## src/rtl/seg7_scan_ctrl.sv

```systemverilog
// seg7_scan_ctrl
//   Time-multiplexed seven-segment scanner. Each rising edge of the display
//   refresh wave (disp_tick) steps to the next digit. Digit data and masks are
//   snapshotted once per frame so the display never tears. Every digit change
//   is followed by a dead time with all anodes off, to suppress ghosting.
//   Digits can be blanked or made to blink individually.
// Ports
//   clk, rstn     system clock, asynchronous active-low reset
//   disp_tick     refresh square wave (already in the clk domain)
//   digits        hex nibbles, digits[3:0] is digit 0
//   dp_mask       1 = decimal point lit for that digit
//   blank_mask    1 = digit dark
//   blink_mask    1 = digit blinks with the frame-based blink phase
//   an            anodes, active-low (one low while lit, all high when dark)
//   seg           segments {g,f,e,d,c,b,a}, active-low
//   dp            decimal point, active-low
//   frame_start   single-cycle pulse, one cycle after each shadow load
module seg7_scan_ctrl #(
  parameter int NDIG         = 4,
  parameter int DEAD_CYC     = 16,
  parameter int BLINK_FRAMES = 250
) (
  input  logic              clk,
  input  logic              rstn,
  input  logic              disp_tick,
  input  logic [4*NDIG-1:0] digits,
  input  logic [NDIG-1:0]   dp_mask,
  input  logic [NDIG-1:0]   blank_mask,
  input  logic [NDIG-1:0]   blink_mask,
  output logic [NDIG-1:0]   an,
  output logic [6:0]        seg,
  output logic              dp,
  output logic              frame_start
);

  localparam int IW = $clog2(NDIG);
  localparam int DW = $clog2(DEAD_CYC + 1);
  localparam int FW = $clog2(BLINK_FRAMES + 1);

  typedef enum logic [1:0] {S_LOAD, S_DEAD, S_ON} state_t;

  state_t                 state, state_nxt;
  logic [IW-1:0]          idx, idx_nxt;
  logic [DW-1:0]          dead_cnt, dead_nxt;
  logic [FW-1:0]          frame_cnt;
  logic                   blink_phase;
  logic                   tick_q, tick_rise;
  logic                   load;
  logic [NDIG-1:0][3:0]   dig_sh;
  logic [NDIG-1:0]        dp_sh, blank_sh, blink_sh;
  logic                   lit;

  // Active-low hex decode, bit order {g,f,e,d,c,b,a}.
  function automatic logic [6:0] dec7(input logic [3:0] h);
    case (h)
      4'h0: dec7 = 7'h40;  4'h1: dec7 = 7'h79;
      4'h2: dec7 = 7'h24;  4'h3: dec7 = 7'h30;
      4'h4: dec7 = 7'h19;  4'h5: dec7 = 7'h12;
      4'h6: dec7 = 7'h02;  4'h7: dec7 = 7'h78;
      4'h8: dec7 = 7'h00;  4'h9: dec7 = 7'h10;
      4'hA: dec7 = 7'h08;  4'hB: dec7 = 7'h03;
      4'hC: dec7 = 7'h46;  4'hD: dec7 = 7'h21;
      4'hE: dec7 = 7'h06;  default: dec7 = 7'h0E;
    endcase
  endfunction

  // A level held high produces exactly one step.
  assign tick_rise = disp_tick & ~tick_q;

  always_ff @(posedge clk or negedge rstn) begin
    if (!rstn) state <= S_LOAD;
    else       state <= state_nxt;
  end

  always_comb begin
    state_nxt = state;
    idx_nxt   = idx;
    dead_nxt  = dead_cnt;
    load      = 1'b0;
    case (state)
      S_LOAD: begin
        load      = 1'b1;
        dead_nxt  = '0;
        state_nxt = S_DEAD;
      end
      S_DEAD: begin
        dead_nxt = dead_cnt + DW'(1);
        if (dead_cnt == DW'(DEAD_CYC - 1)) state_nxt = S_ON;
      end
      default: ;
    endcase
    // A refresh edge overrides the dead-time exit; it is dropped during the
    // one-cycle load so a frame always starts from a clean snapshot.
    if (tick_rise && state != S_LOAD) begin
      if (idx == IW'(NDIG - 1)) begin
        idx_nxt   = '0;
        state_nxt = S_LOAD;
      end else begin
        idx_nxt   = idx + IW'(1);
        dead_nxt  = '0;
        state_nxt = S_DEAD;
      end
    end
  end

  always_ff @(posedge clk or negedge rstn) begin
    if (!rstn) begin
      tick_q      <= 1'b0;
      idx         <= '0;
      dead_cnt    <= '0;
      frame_cnt   <= '0;
      blink_phase <= 1'b0;
      dig_sh      <= '0;
      dp_sh       <= '0;
      blank_sh    <= '0;
      blink_sh    <= '0;
    end else begin
      tick_q   <= disp_tick;
      idx      <= idx_nxt;
      dead_cnt <= dead_nxt;
      if (load) begin
        dig_sh   <= digits;
        dp_sh    <= dp_mask;
        blank_sh <= blank_mask;
        blink_sh <= blink_mask;
        if (frame_cnt == FW'(BLINK_FRAMES - 1)) begin
          frame_cnt   <= '0;
          blink_phase <= ~blink_phase;
        end else begin
          frame_cnt <= frame_cnt + FW'(1);
        end
      end
    end
  end

  assign lit = (state == S_ON) & ~blank_sh[idx] & ~(blink_sh[idx] & blink_phase);

  // Registered outputs: glitch-free pins, one cycle behind the FSM.
  always_ff @(posedge clk or negedge rstn) begin
    if (!rstn) begin
      an          <= '1;
      seg         <= 7'h7F;
      dp          <= 1'b1;
      frame_start <= 1'b0;
    end else begin
      an          <= lit ? ~(NDIG'(1) << idx) : '1;
      seg         <= lit ? dec7(dig_sh[idx]) : 7'h7F;
      dp          <= lit ? ~dp_sh[idx] : 1'b1;
      frame_start <= (state == S_LOAD);
    end
  end

endmodule

```

## config.mk

```make
export PLATFORM = sky130hd
export DESIGN_NAME = seg7_scan_ctrl
export DESIGN_NICKNAME = d
export VERILOG_FILES = /design/src/rtl/seg7_scan_ctrl.sv
export SDC_FILE = /design/constraint.sdc
export NUM_CORES = 1
export LEC_CHECK = 0
export CAP_MARGIN = 10
export CORE_UTILIZATION = 30
export DETAILED_ROUTE_END_ITERATION = 12
export PLACE_DENSITY_LB_ADDON = 0.25
export SETUP_SLACK_MARGIN = 0.4
export SYNTH_ARGS = -nofsm -noshare
export SYNTH_HDL_FRONTEND = slang
export SYNTH_SLANG_ARGS = --single-unit
```

## constraint.sdc

```tcl
create_clock -name clk -period 3.8 [get_ports clk]
set_input_delay 0.38 -clock clk [delete_from_list [all_inputs] [get_ports clk]]
set_output_delay 0.38 -clock clk [all_outputs]
set_load 0.03 [all_outputs]
```

# After elaboration in Yosys (flattened, before gate mapping)
# Memories as Yosys holds them, arrays and structs flattened.
# Index checks and enable logic that the tools add are counted.
[totals]
register_bits = 60
romBits = 112
out_inout_bits = 13
wordCells = 66
n_memories = 1
[classes]
addsub = 3
magnitude_cmp = 1
eq_ne = 6
shift = 1
mux = 21
n_bitwise = 10
n_reduce_logical = 6
[mem_list]
columns = ["name", "words", "width", "read_ports", "rd_clocked_by_memory_dff", "write_ports", "line", "source"]
rows = [
  ["(name not given)", 16, 7, 1, 0, 0, "55", "case (h)"],
]
[op_table]
columns = ["operator", "count"]
rows = [
  ["two-way mux 5 bit", 2],
  ["case mux 5 bit (2 select lines)", 1],
  ["adder 8 x 1 -> 8 bit, second input constant", 1],
  ["binary-select mux 4 bit (select 2 bit)", 1],
  ["== test 8 bit, second input constant", 1],
  ["two-way mux 4 bit", 2],
  ["two-way mux 8 bit", 1],
  ["two-way mux 7 bit", 1],
  ["binary-select mux 1 bit (select 2 bit)", 3],
  ["two-way mux 1 bit", 6],
  ["two-way mux 2 bit", 3],
  ["adder 5 x 1 -> 5 bit, second input constant", 1],
  ["== test 5 x 4 -> 1 bit, second input constant", 1],
  ["NOT 1 bit", 5],
  ["bitwise AND 1 bit", 4],
  ["== test 2 bit, second input constant", 2],
  ["NOT 4 bit", 1],
  ["case mux 2 bit (2 select lines)", 1],
  ["AND reduction 2 bit", 2],
  ["<< shifter 1 x 2 -> 4 bit, first input constant", 1],
  ["less-than comparator 2 x 3 -> 1 bit, second input constant", 1],
  ["inequality test 3 bit, second input constant", 1],
  ["nonzero test 3 bit", 1],
  ["adder 2 x 1 -> 2 bit, second input constant", 1],
  ["4 further kinds", 4],
]

# Longest topological paths before layout
# Gate-level depths: netlist (run 1).
[logic_depth]
depth_word = 6
ltp_mapped = 7

# Worst setup path before layout (run 1)
# No wires, ideal clock.
[synth_path]
path_kind = "register to register"
from = "register idx[0]"
to = "register seg[3]"
t_arrival_ps = 1913
required_ps = 3723
path_slack_ps = 1810
stages_incl_launch_ff = 7
period_less_slack_ps = 1990
path_cell_list = "dfrtp_1 -> buf_6 -> mux4_1 -> ha_1 -> or2_2 -> a21oi_1 -> o21ai_2"
[synth_between]
elab_chain_cells = 6
word_cells_on_any_way = 13
cone_classes = "mux (7); bitwise (5); memory (1)"
[synth_rtl]
columns = ["element", "line", "source"]
rows = [
  ["start, declared", "43", "logic [IW-1:0] idx, idx_nxt;"],
  ["start signal, assigned", "119", "idx <= idx_nxt;"],
  ["parallel branches: the longest is 5 deep, another holds memory (16 x 7 bit)", "-", ""],
  ["two-way mux 7 bit *", "147", "seg <= lit ? dec7(dig_sh[idx]) : 7'h7F;"],
  ["end signal, assigned", "147", ""],
  ["end, declared", "31", "output logic [6:0] seg,"],
]
# Mark *: on every way between the ends. The select of a mux whose other input is x is not followed.
# A chain may end at the register's enable or synchronous reset.

# Worst setup path after layout (run 1)
[layout_path]
from = "register idx[0]"
to = "register seg[2]"
# Same word-level chain as after synthesis.

==> results.toml, run 1 <==
[grt]
grt_max_degree = 41
grt_pass1_wl_mm = 9.95
antenna_found_initial = 0
grt_pass1_vias = 2066
grt_usage_pct = 12.8
globalRouteOverflowTotal = 0

[final_layout]
final-instance-count-excl-fill = 467
drive_gt1_share_pct = 11.8
finalInstanceArea_um2 = 3670
synthToLayoutAreaGrowth_pct = 25.6
finalNetCount = 378
antennaDiodeCount = 0

[route]
drc = 0
drt_iter0_drc = 66
drtAntennaViolNets = 0
postRouteWirelength_mm = 5.73
routedWlPerCell_um = 12.3
vias = 2086
vias_per_cell = 4.47
dr.pass1.iters = 4

[power_and_ir_drop]
p_leak_nw = 1.67
pwr_density_cell_nw_per_um2 = 622
vdd_drop_max_mv = 0.224

[timing]
setup_tns_ps = 0
clock_skew_ps = 14.1
max-slew-margin-rel_pct = 48.0
setup_viol = 0
rsz0062_at_grt = "no"
setup_slack_ps = 1410
worst_slew_pin_slew_ps = 780
finalCritPeriodShare_pct = 62.9
whs_ps = 72.2
final-hold-violation-count = 0
fin_crit_ps = 2390
maxSlewViolCount = 0
clock.fmax_ghz = 0.418

[clock_network]
cts-root-buf = "clkbuf_8"
hold_buffers = 0
clock-sinks = 60
ctsResizeCount = 0
clk_path_buf_depth = 2
postCtsSetupBuffers = 0
cts_max_level = 3
clkSlewWorstSetupHoldPaths_ps = 80
clk_latency_ps = 340
cts_made_buffers = 9
cts_tree = "yes"

[placed_design]
place_inst = 451
dpl_worst_slack_ps = 1380
hpwl_mm = 3.99
postPlaceCellArea_um2 = 3450
port-buffer-count = 43
gp_congestion = 0.775

[setup_path]
path_cells = "mux4_2 > a2111oi_4 > o221ai_1"
crit_family = "compound AO/OA/AOI/OAI gates"
critPathBufInv = 0
crit_type = "flop to flop"
crit_slowest_cell = "a2111oi_4"
crit_path_start_kind = "flop"
cp_slowest_stage_delay_ps = 780
crit_arrival_ps = 2620
cp_max_fo = 12
end_kind = "flop"
cp.required_ps = 4030

[logic_synthesis]
netlist_instances = 290
syn_area_per_cell_um2 = 10.1
syn-cell-area_um2 = 2920
yosysWarnings = 0
synth.area.top_cells = "dfrtp_1 41%, nand2_1 13%, dfstp_2 11%, ha_1 6.0%, mux4_1 4.5%"
synth_top_area_share_pct = 41.1
synth_top_area_cell = "dfrtp_1"
syn_nets = 335
ys_ff_latch = 60
ys_types = 38
yosysSeqAreaShare_pct = 51.9

[floorplan]
ios = 44
fp.dieW_um = 101
die_area_um2 = 10100
fp.coreArea_um2 = 9330
chipHeight_um = 101
rows = 35
initial_core_util_pct = 31.3

[flow_run]
maxCapViolCount = 0

[min_path]
hold_class = "input port to async pin"

[outcome]
status = "complete, no violations"
[stage by stage]
stage | util (%) | power, mW
floorplan | - | 1.49
global placement | 37.0 | 1.65
detailed placement | 37.0 | 1.66
global route | 39.3 | 2.46
finish | 39.3 | 2.28
CTS | 39.3 | 2.30
[kinds of logic (layout without fill, tap and decap cells)]
| family | Yosys count | in the layout | share of synthesized area, % |
|---|---|---|---|
| mux | 9 | 9 | 7.20 |
| fa+ha+maj | 14 | 14 | 6.00 |
| compound gates | 26 | 26 | 6.51 |
| buf+inv | 22 | 70 | 3.60 |
| xor+xnor | 11 | 11 | 3.30 |
| simple gates | 148 | 148 | 21.5 |
| flops | 60 | 60 | 51.9 |
[worst paths after layout]
check / depth (start not counted) / start / slack [ps] / end
worst max register to register: 3 / idx[0] / 1410 / seg[2]
min in group clk: 2 / dig_sh[13] / 470 / dig_sh[13]
worst max-delay path: 3 / idx[0] / 1410 / seg[2]
worst min register to register: 2 / dig_sh[13] / 470 / dig_sh[13]
worst min-delay path: 1 / rstn / 70 / frame_cnt[7]
max in group asynchronous: 2 / rstn / 2830 / seg[4]
[cell usage after synthesis]
library cell  number
ha_1              14
nor2b_1            3
o221ai_1           1
o211ai_2           1
mux4_2             3
buf_6              2
clkbuf_1           5
nor3_1             5
o211ai_1           2
nor4_1             1
or2_2              2
dfstp_2           12
nand4b_1           1
nor3b_1            3
o21ai_2            1
a2111oi_4          1
xor2_1             8
dfrtp_1           48
nand4_1            1
nor3_2             1
nand3_1            6
mux2_2             1
a22o_1             1
and3_1             3
o21a_1             2
mux4_1             5
nor2_1            13
buf_2              6
a31oi_1            1
o31ai_1            2
nand2_1          105
a21o_1             1
xnor2_1            3
o21ai_0            7
or3_1              2
a21oi_1            6
nand2b_1           2
inv_1              9
[per-layer routing]
metal  part of all wire (%)  up-vias  wire (um)  global-route usage (%)
li1                       -     1042          -                       -
met1                     52      985       3010                    19.0
met2                     41       48       2380                    17.4
met3                    4.0       11        229                    3.40
met4                    2.0        0        117                    5.35
met5                      0        -          0                       0
[sequential cells by signal, indices dropped and copies added (netlist names)]
signal	flops
dp	1
state	2
tick_q	1
seg	7
dead_cnt	5
an	4
frame_cnt	8
blink_phase	1
idx	2
dp_sh	4
frame_start	1
blank_sh	4
blink_sh	4
dig_sh	16
[layout make-up]
| type | instances | area, um2 |
|---|---|---|
| clock buffers | 11 | 141 |
| inverters | 9 | 33.8 |
| fillers | 936 | 5660 |
| repair buffers | 45 | 440 |
| clock inverters | 5 | 75.1 |
| multi-input cells | 208 | 1300 |
| flip-flops and latches | 60 | 1520 |
| well taps | 129 | 161 |
[cells in the final DEF, fill, tap and decap left out, types with 3 or more instances in the layout]
cell / instances
clkinv_2: 3
nor3b_1: 3
mux4_2: 3
nor2_1: 13
dfrtp_1: 48
a21oi_1: 6
xnor2_1: 3
xor2_1: 8
inv_1: 9
mux4_1: 5
nand3_1: 6
nor3_1: 5
and3_1: 3
clkdlybuf4s50_1: 42
nand2_1: 105
dfstp_2: 12
clkbuf_8: 10
o21ai_0: 7
nor2b_1: 3
ha_1: 14
[report_power, final]
group | internal (mW) | switching [mW]
Combinational | 0.345 | 0.380
Clock | 0.384 | 0.247
Sequential | 0.781 | 0.143
Total | 1.51 | 0.770
Power figures use the tool's default switching activity.
==> run 2: changes to the inputs <==
==> constraint.sdc (replaced) <==
create_clock -name clk -period 2.1 [get_ports clk]
set_input_delay 0.21 -clock clk [delete_from_list [all_inputs] [get_ports clk]]
set_output_delay 0.21 -clock clk [all_outputs]
set_load 0.03 [all_outputs]
==> run 2 against run 1 <==
Compared with the run above: non-clock buffer count is 17 higher; core utilization is 2.3 points higher; critical endpoint is now seg[0]; fmax is 30% higher; register-to-register slack worse by 1100 ps; critical path type unchanged; final area is 5.8% higher; setup slack worse by 1100 ps; clock power is 84% higher; clock-buffer cell count stayed put.
==> results.toml, run 2 (synthesis results as in run 1) <==
[setup_path]
crit_slowest_cell = "mux4_2"
cp_slowest_stage_delay_ps = 540
cp.required_ps = 2360
crit_type = "flop to flop"
r2r-end = "seg[0]"
crit_path_start_kind = "flop"
r2r_cells = 5
cp-startpoint = "idx[0]"
crit_arrival_ps = 2090
end_kind = "flop"
cp_common_cell = "buf_4"
path_cells = "buf_4 > mux4_2 > buf_4 > nor3b_1 > o31ai_1"
r2r_slack_ps = 260
r2r-start = "idx[0]"
cp_max_fo = 13

[clock_network]
cts_made_buffers = 9
cts_max_level = 3
clk_latency_ps = 340
cts_tree = "yes"
clkSlewWorstSetupHoldPaths_ps = 70
clock-sinks = 60
clk_path_buf_depth = 2
cts-root-buf = "clkbuf_8"

[timing]
rsz0062_at_grt = "yes"
finalCritPeriodShare_pct = 87.6
final-hold-violation-count = 0
worst_slew_pin_slew_ps = 496
maxSlewViolCount = 0
clock_skew_ps = 6.86
max-slew-margin-rel_pct = 66.9
fin_crit_ps = 1840
clock.fmax_ghz = 0.544
setup_viol = 0
setup_tns_ps = 0
setup_slack_ps = 261

[flow_run]
maxCapViolCount = 0

[final_layout]
largest_register_ffs = 16
largest-register = "dig_sh"
finalNetCount = 395
synthToLayoutAreaGrowth_pct = 32.9
layout_common_cells = "100 x nand2_1, 47 x dfrtp_1, 30 x clkdlybuf4s50_1"
final_common_cell = "nand2_1"
drive_gt1_share_pct = 21.8
reg_top3 = "dig_sh x16, frame_cnt x8, seg x7"
antennaDiodeCount = 0
n_fill_cell = 941

[power_and_ir_drop]
seq_power_share_pct = 36.1
p_leak_nw = 1.72
p_sw_share_pct = 34.3
p_comb_share_pct = 38.7
internal-power_mw = 3.03
power.switching_mw = 1.59
vdd_drop_max_mv = 0.456
p_clk_share_pct = 25.2
pwr_density_cell_nw_per_um2 = 1190

[route]
dr.pass1.iters = 4
vias_per_cell = 4.44
drc = 0
postRouteWirelength_mm = 6.15
routedWlPerCell_um = 12.7
drt_iter0_drc = 53
drtAntennaViolNets = 0
vias = 2144

[placed_design]
gp_congestion = 0.810
dpl_worst_slack_ps = 146
hpwl_mm = 4.33
port-buffer-count = 43

[grt]
grt_usage_pct = 14.0
antenna_found_initial = 0
grt_pass1_vias = 2310
grt_pass1_wl_mm = 10.9
grt_max_degree = 29
globalRouteOverflowTotal = 0

[min_path]
whs_endpoint = "tick_q"
whs_path_depth = 1
min-delay-start = "disp_tick"
hold_class = "input port to flop"

[floorplan]
ios = 44
fp.dieW_um = 101
rows = 35
chipHeight_um = 101
die_area_um2 = 10100
fp.coreArea_um2 = 9330
initial_core_util_pct = 31.3

[outcome]
status = "complete, no violations"
-- run 2: worst max path at each step --
| stage | end | slack (ps) | cells after the start |
|---|---|---|---|
| floorplan | seg[4] | 310 | 6 |
| finish | seg[0] | 260 | 5 |
| CTS | seg[0] | 280 | 5 |
| global placement | seg[4] | 170 | 5 |
| detailed placement | seg[4] | 150 | 5 |
| global route | seg[0] | 160 | 5 |
-- run 2: layer usage --
metal / wire (um) / vias up / track usage, % / part of all wire (%)
li1: - / 1078 / - / -
met1: 3130 / 1012 / 18.9 / 51
met2: 2680 / 46 / 20.8 / 44
met3: 252 / 8 / 3.47 / 4.1
met4: 87 / 0 / 7.13 / 1.4
met5: 0 / - / 0 / 0
-- run 2: power by group through the flow --
stage	registers, mW	logic [mW]	clock network [mW]
floorplan	1.58	1.22	0
global placement	1.68	1.50	0
detailed placement	1.69	1.52	0
CTS	1.67	1.70	1.19
global route	1.72	2.01	1.25
finish	1.67	1.79	1.16
-- run 2: cell type report --
| type | instances | area, um2 | share of cell area [%] |
|---|---|---|---|
| Timing Repair Buffer | 62 | 572 | 14.7 |
| Tap cell | 129 | 161 | 4.16 |
| Multi-Input combinational cell | 208 | 1360 | 35.1 |
| Clock inverter | 4 | 72.6 | 1.87 |
| Inverter | 9 | 42.5 | 1.10 |
| Clock buffer | 11 | 151 | 3.90 |
| Sequential cell | 60 | 1520 | 39.1 |
-- run 2: what timing repair did --
item                                    4_1_cts  5_1_grt
endpoints found under the hold margin        20        0
hold buffers                                  1        0
pin swaps                                     4        7
endpoints found under the setup margin       24       13
resized for setup                            20       13
cloned                                        0        1
setup buffers                                 5        1
-- run 2: worst max-delay path: cells and delay by family, from the launching register on --
| kind | cells | cell delay (ps) |
|---|---|---|
| and+or+nand+nor | 1 | 270 |
| DFF | 1 | 480 |
| muxes | 1 | 540 |
| buffers and inverters | 2 | 360 |
| AOI/OAI and AO/OA | 1 | 110 |
-- run 2: through the flow --
stage               std cells  hold WS [ps]  cell area (um2)  power [mW]  util, %
floorplan                 290         -85.6             2940        2.80        -
CTS                       481           345             3830        4.56     41.1
global placement          460           203             3550        3.18     38.1
detailed placement        460           210             3550        3.21     38.1
finish                    483           362             3880        4.62     41.6
global route              483           370             3880        4.98     41.6
==> run 3: changes to the inputs <==
--- a/config.mk
+++ b/config.mk
@@ -9,6 +9,7 @@
 export CORE_UTILIZATION = 30
 export DETAILED_ROUTE_END_ITERATION = 12
 export PLACE_DENSITY_LB_ADDON = 0.25
+export RECOVER_POWER = 25
 export SETUP_SLACK_MARGIN = 0.4
 export SYNTH_ARGS = -nofsm -noshare
 export SYNTH_HDL_FRONTEND = slang
==> run 3 against run 2 <==
Compared with the run above: die area stayed put; critical path depth stayed put; clock skew is 0.60 ps lower; critical endpoint unchanged.
==> results.toml, run 3 (synthesis results as in run 1) <==
[power_and_ir_drop]
power.switching_mw = 1.59
internal-power_mw = 3.03
vdd_drop_max_mv = 0.456
p_leak_nw = 1.71
pwr_density_cell_nw_per_um2 = 1190
p_clk_share_pct = 25.2
p_total_mw = 4.62
p_sw_share_pct = 34.3
p_comb_share_pct = 38.7
seq_power_share_pct = 36.1

[final_layout]
final_common_cell = "nand2_1"
layout_common_cells = "100 x nand2_1, 47 x dfrtp_1, 29 x clkdlybuf4s50_1"
synthToLayoutAreaGrowth_pct = 32.8
drive_gt1_share_pct = 21.5
reg_top3 = "dig_sh x16, frame_cnt x8, seg x7"
largest-register = "dig_sh"
final-instance-count-excl-fill = 483
post-route-util_pct = 41.6
largest_register_ffs = 16
finalNetCount = 395
antennaDiodeCount = 0

[min_path]
whs_path_depth = 3
hold_class = "input port to flop"

[timing]
setup_slack_ps = 267
fin_crit_ps = 1830
setup_tns_ps = 0
setup_viol = 0
max-slew-margin-rel_pct = 20.8
worst_slew_pin_slew_ps = 1190
clock.fmax_ghz = 0.545
finalCritPeriodShare_pct = 87.3
clock_skew_ps = 6.25
final-hold-violation-count = 0
rsz0062_at_grt = "yes"
maxSlewViolCount = 0

[route]
dr.pass1.iters = 4
routedWlPerCell_um = 12.7
postRouteWirelength_mm = 6.14
drtAntennaViolNets = 0
drc = 0
drt_iter0_drc = 52
vias_per_cell = 4.44
vias = 2145

[floorplan]
fp.coreArea_um2 = 9330
chipHeight_um = 101
fp.dieW_um = 101
die_area_um2 = 10100
initial_core_util_pct = 31.3
ios = 44
rows = 35

[setup_path]
r2r_slack_ps = 270
crit_arrival_ps = 2090
cp.required_ps = 2360
r2r_cells = 5
crit_path_start_kind = "flop"
cp_max_fo = 13
end_kind = "flop"
crit_type = "flop to flop"

[placed_design]
gp_congestion = 0.810
hpwl_mm = 4.33
place_inst = 460
port-buffer-count = 43
dpl_worst_slack_ps = 146

[clock_network]
cts_made_buffers = 9
clk_latency_ps = 340
cts-root-buf = "clkbuf_8"
cts_max_level = 3
clk_path_buf_depth = 2
clkSlewWorstSetupHoldPaths_ps = 70
clock-sinks = 60
cts_tree = "yes"

[grt]
grt_max_degree = 29
grt_pass1_vias = 2310
globalRouteOverflowTotal = 0
grt_usage_pct = 14.0
grt_pass1_wl_mm = 10.9
antenna_found_initial = 0

[flow_run]
maxCapViolCount = 0

[outcome]
status = "complete, no violations"
## run 3: cell types whose count changed in the layout (fill, tap and decap cells not counted)
cell             before  now
buf_2                 1    0
clkbuf_1              0    1
clkdlybuf4s50_1      30   29
dlygate4sd3_1         1    2
## run 3: timing repair
action | 4_1_cts | 5_1_grt
gates resized for setup | 20 | 13
hold buffers | 1 | 0
pin swaps | 4 | 7
endpoints found under the setup margin | 24 | 13
buffers inserted | 5 | 1
endpoints found under the hold margin | 20 | 0
gates cloned | 0 | 1
## run 3: worst max-delay path, stage by stage (launching register included)
cell	delay, ps
dfrtp_2	480
buf_4	150
mux4_2	540
buf_4	220
nor3b_1	260
o31ai_1	110
## run 3: final timing paths
path | from | end
max reg2reg | idx[0] | seg[0]
max in group asynchronous | rstn | idx[0]
min | blink_mask[0] | blink_sh[0]
max | idx[0] | seg[0]
min reg2reg | dig_sh[9] | dig_sh[9]
min in group asynchronous | rstn | tick_q
## run 3: power groups by stage
stage | Clock, mW | Sequential [mW] | Combinational [mW]
4_1_cts | 1.19 | 1.67 | 1.70
6_report | 1.16 | 1.67 | 1.79
5_1_grt | 1.25 | 1.72 | 2.01
3_3_place_gp | 0 | 1.68 | 1.50
3_5_place_dp | 0 | 1.69 | 1.52
2_1_floorplan | 0 | 1.58 | 1.22
## run 3: per-stage QoR
stage	hold slack [ps]	area, um2
after floorplan	-85.6	2940
after global placement	203	3550
after detailed placement	210	3550
after CTS	345	3830
after global routing	391	3880
final	396	3880
## run 3: area by class of cell
class,count,area (um2)
well taps,129,161
flip-flops and latches,60,1520
clock inverters,4,72.6
clock buffers,11,151
fillers,942,5450
multi-input cells,208,1360
repair buffers,62,571
inverters,9,42.5
## run 3: routing by layer
layer	wire length, um	up-vias	track usage (%)
li1	-	1077	-
met3	252	8	3.47
met5	0	-	0
met2	2680	46	20.8
met1	3120	1014	18.9
met4	87	0	7.13
==> patch, RTL diff (flow settings as in run 2) <==
The output `seg` loses its register stage (`seg` becomes a continuous assignment).
--- a/src/rtl/seg7_scan_ctrl.sv
+++ b/src/rtl/seg7_scan_ctrl.sv
@@ -141,3 +141,2 @@
       an          <= '1;
-      seg         <= 7'h7F;
       dp          <= 1'b1;
@@ -146,3 +145,2 @@
       an          <= lit ? ~(NDIG'(1) << idx) : '1;
-      seg         <= lit ? dec7(dig_sh[idx]) : 7'h7F;
       dp          <= lit ? ~dp_sh[idx] : 1'b1;
@@ -152,2 +150,4 @@
 
+  assign seg = lit ? dec7(dig_sh[idx]) : 7'h7F;
+
 endmodule
Formal check against the unedited RTL: same outputs for any inputs over 10 cycles, from zero or initial values and one cycle with rstn low; that may be too few to reach the edited logic, so the function may still have changed.
==> patch against run 2 <==
- the run now ends with setup timing left
- synthesized area fell by 7.0%
- critical endpoint is now seg[3]
- sequential cell count is 7 lower
- via count decreased by 9.8%
- first-iteration DRC count down 21%
- cell count down 14%
- global-route usage shrank 0.99 points
- power up 2.1%
- die area decreased by 6.9%
- final area decreased by 1.0%
- critical path type is now flip-flop to output port
- setup slack got worse by 720 ps
- hold slack gained 37 ps
- critical path depth rose by 3
- non-clock buffer count rose by 23
- wire length down 6.8%
==> patch: results (changes against run 2) <==
Layout
  – FF+latch area: 1330 um^2 (-12%)
  – Clk tree area frac: 2.93% (-2.8 points)
  – Fin area: 3840 um^2 (-1.0%)
  – Largest registers: dig_sh x16, frame_cnt x8, dead_cnt x5
  – Fin cells: 413 (-14%)

Global routing
  – GR Layer Usage met2: 23.1% (+2.3 points)
  – Met3 Usage GRT: 2.16% (-1.3 points)
  – Vias in the first global route: 2065 (-11%)
  – M1 GR Usage: 15.6% (-3.3 points)

Power and ir drop
  – Clk. pwr: 0.715 mW (-38%)
  – VDD IR max: 0.000400 V (-12%)
  – Clock Power Share: 15.2% (-10 points)

Synth
  – Post-synthesis xor/xnor area fraction: 3.87% (+0.57 points)
  – Synth top area share: 44.2% (+3.1 points)
  – Mapped Avg Cell Area: 12.2 um^2 (+21%)
  – Synth Area in Compound Gates: 6.87% (+0.35 points)
  – Post-Syn Area: 2720 um^2 (-7.0%)
  – Proportion of synthesized area in mux cells: 19.4% (+12 points)

Clock network
  – Worst skew pair latency: 310 ps (-30 ps)
  – TritonCTS Buffers: 5 (-4)
  – Clk pin slew, worst setup/hold paths: 110 ps (+40 ps)
  – CTS resizes: 59 (+200%)
  – H-tree levels: 2 (-1)

STA
  – Setup TNS: -2610 ps (-2610 ps)
  – Final setup margin: -462 ps (-724 ps)
  – Final setup vio count: 7 (+7)

Detailed routing
  – Met3 WL: 150 um (-40%)

Worst setup path
  – Worst path arrival time: 2350 ps (+260 ps)

Run status
  – Failing checks: setup timing
  – Status: finished, violations left

Placement
  – RD Place Congestion: 0.827 (+2.1%)
  – Post-DP Area: 3580 um^2 (+0.63%)
  – Pre-CTS setup slack: -559 ps (-705 ps)
[patch: cell types whose count changed after synthesis, moves of 3 or more]
cell / before / now
nand2_1: 105 / 19
buf_2: 6 / 3
nand4_1: 1 / 4
o21ai_0: 7 / 11
dfstp_2: 12 / 5
mux2_2: 1 / 29
[patch: kinds of logic (layout without fill, tap and decap cells)]
| kind of cell | count (synthesis) | in the layout |
|---|---|---|
| buf+inv | 17 | 100 |
| fa+ha+maj | 14 | 14 |
| mux | 37 | 37 |
| compound gates | 27 | 27 |
| flops | 53 | 53 |
| simple gates | 62 | 62 |
| xor+xnor | 12 | 12 |
[patch: path summary, 6_finish.rpt]
| path | endpoint | slack [ps] | startpoint |
|---|---|---|---|
| setup / recovery | seg[3] | -460 | idx[0] |
| min in group asynchronous | frame_cnt[5] | 420 | rstn |
| hold reg to reg | dp_sh[0] | 510 | dp_sh[0] |
| setup reg to reg | an[3] | 150 | idx[0] |
| max in group asynchronous | an[2] | 1040 | rstn |
| hold / removal | tick_q | 400 | disp_tick |
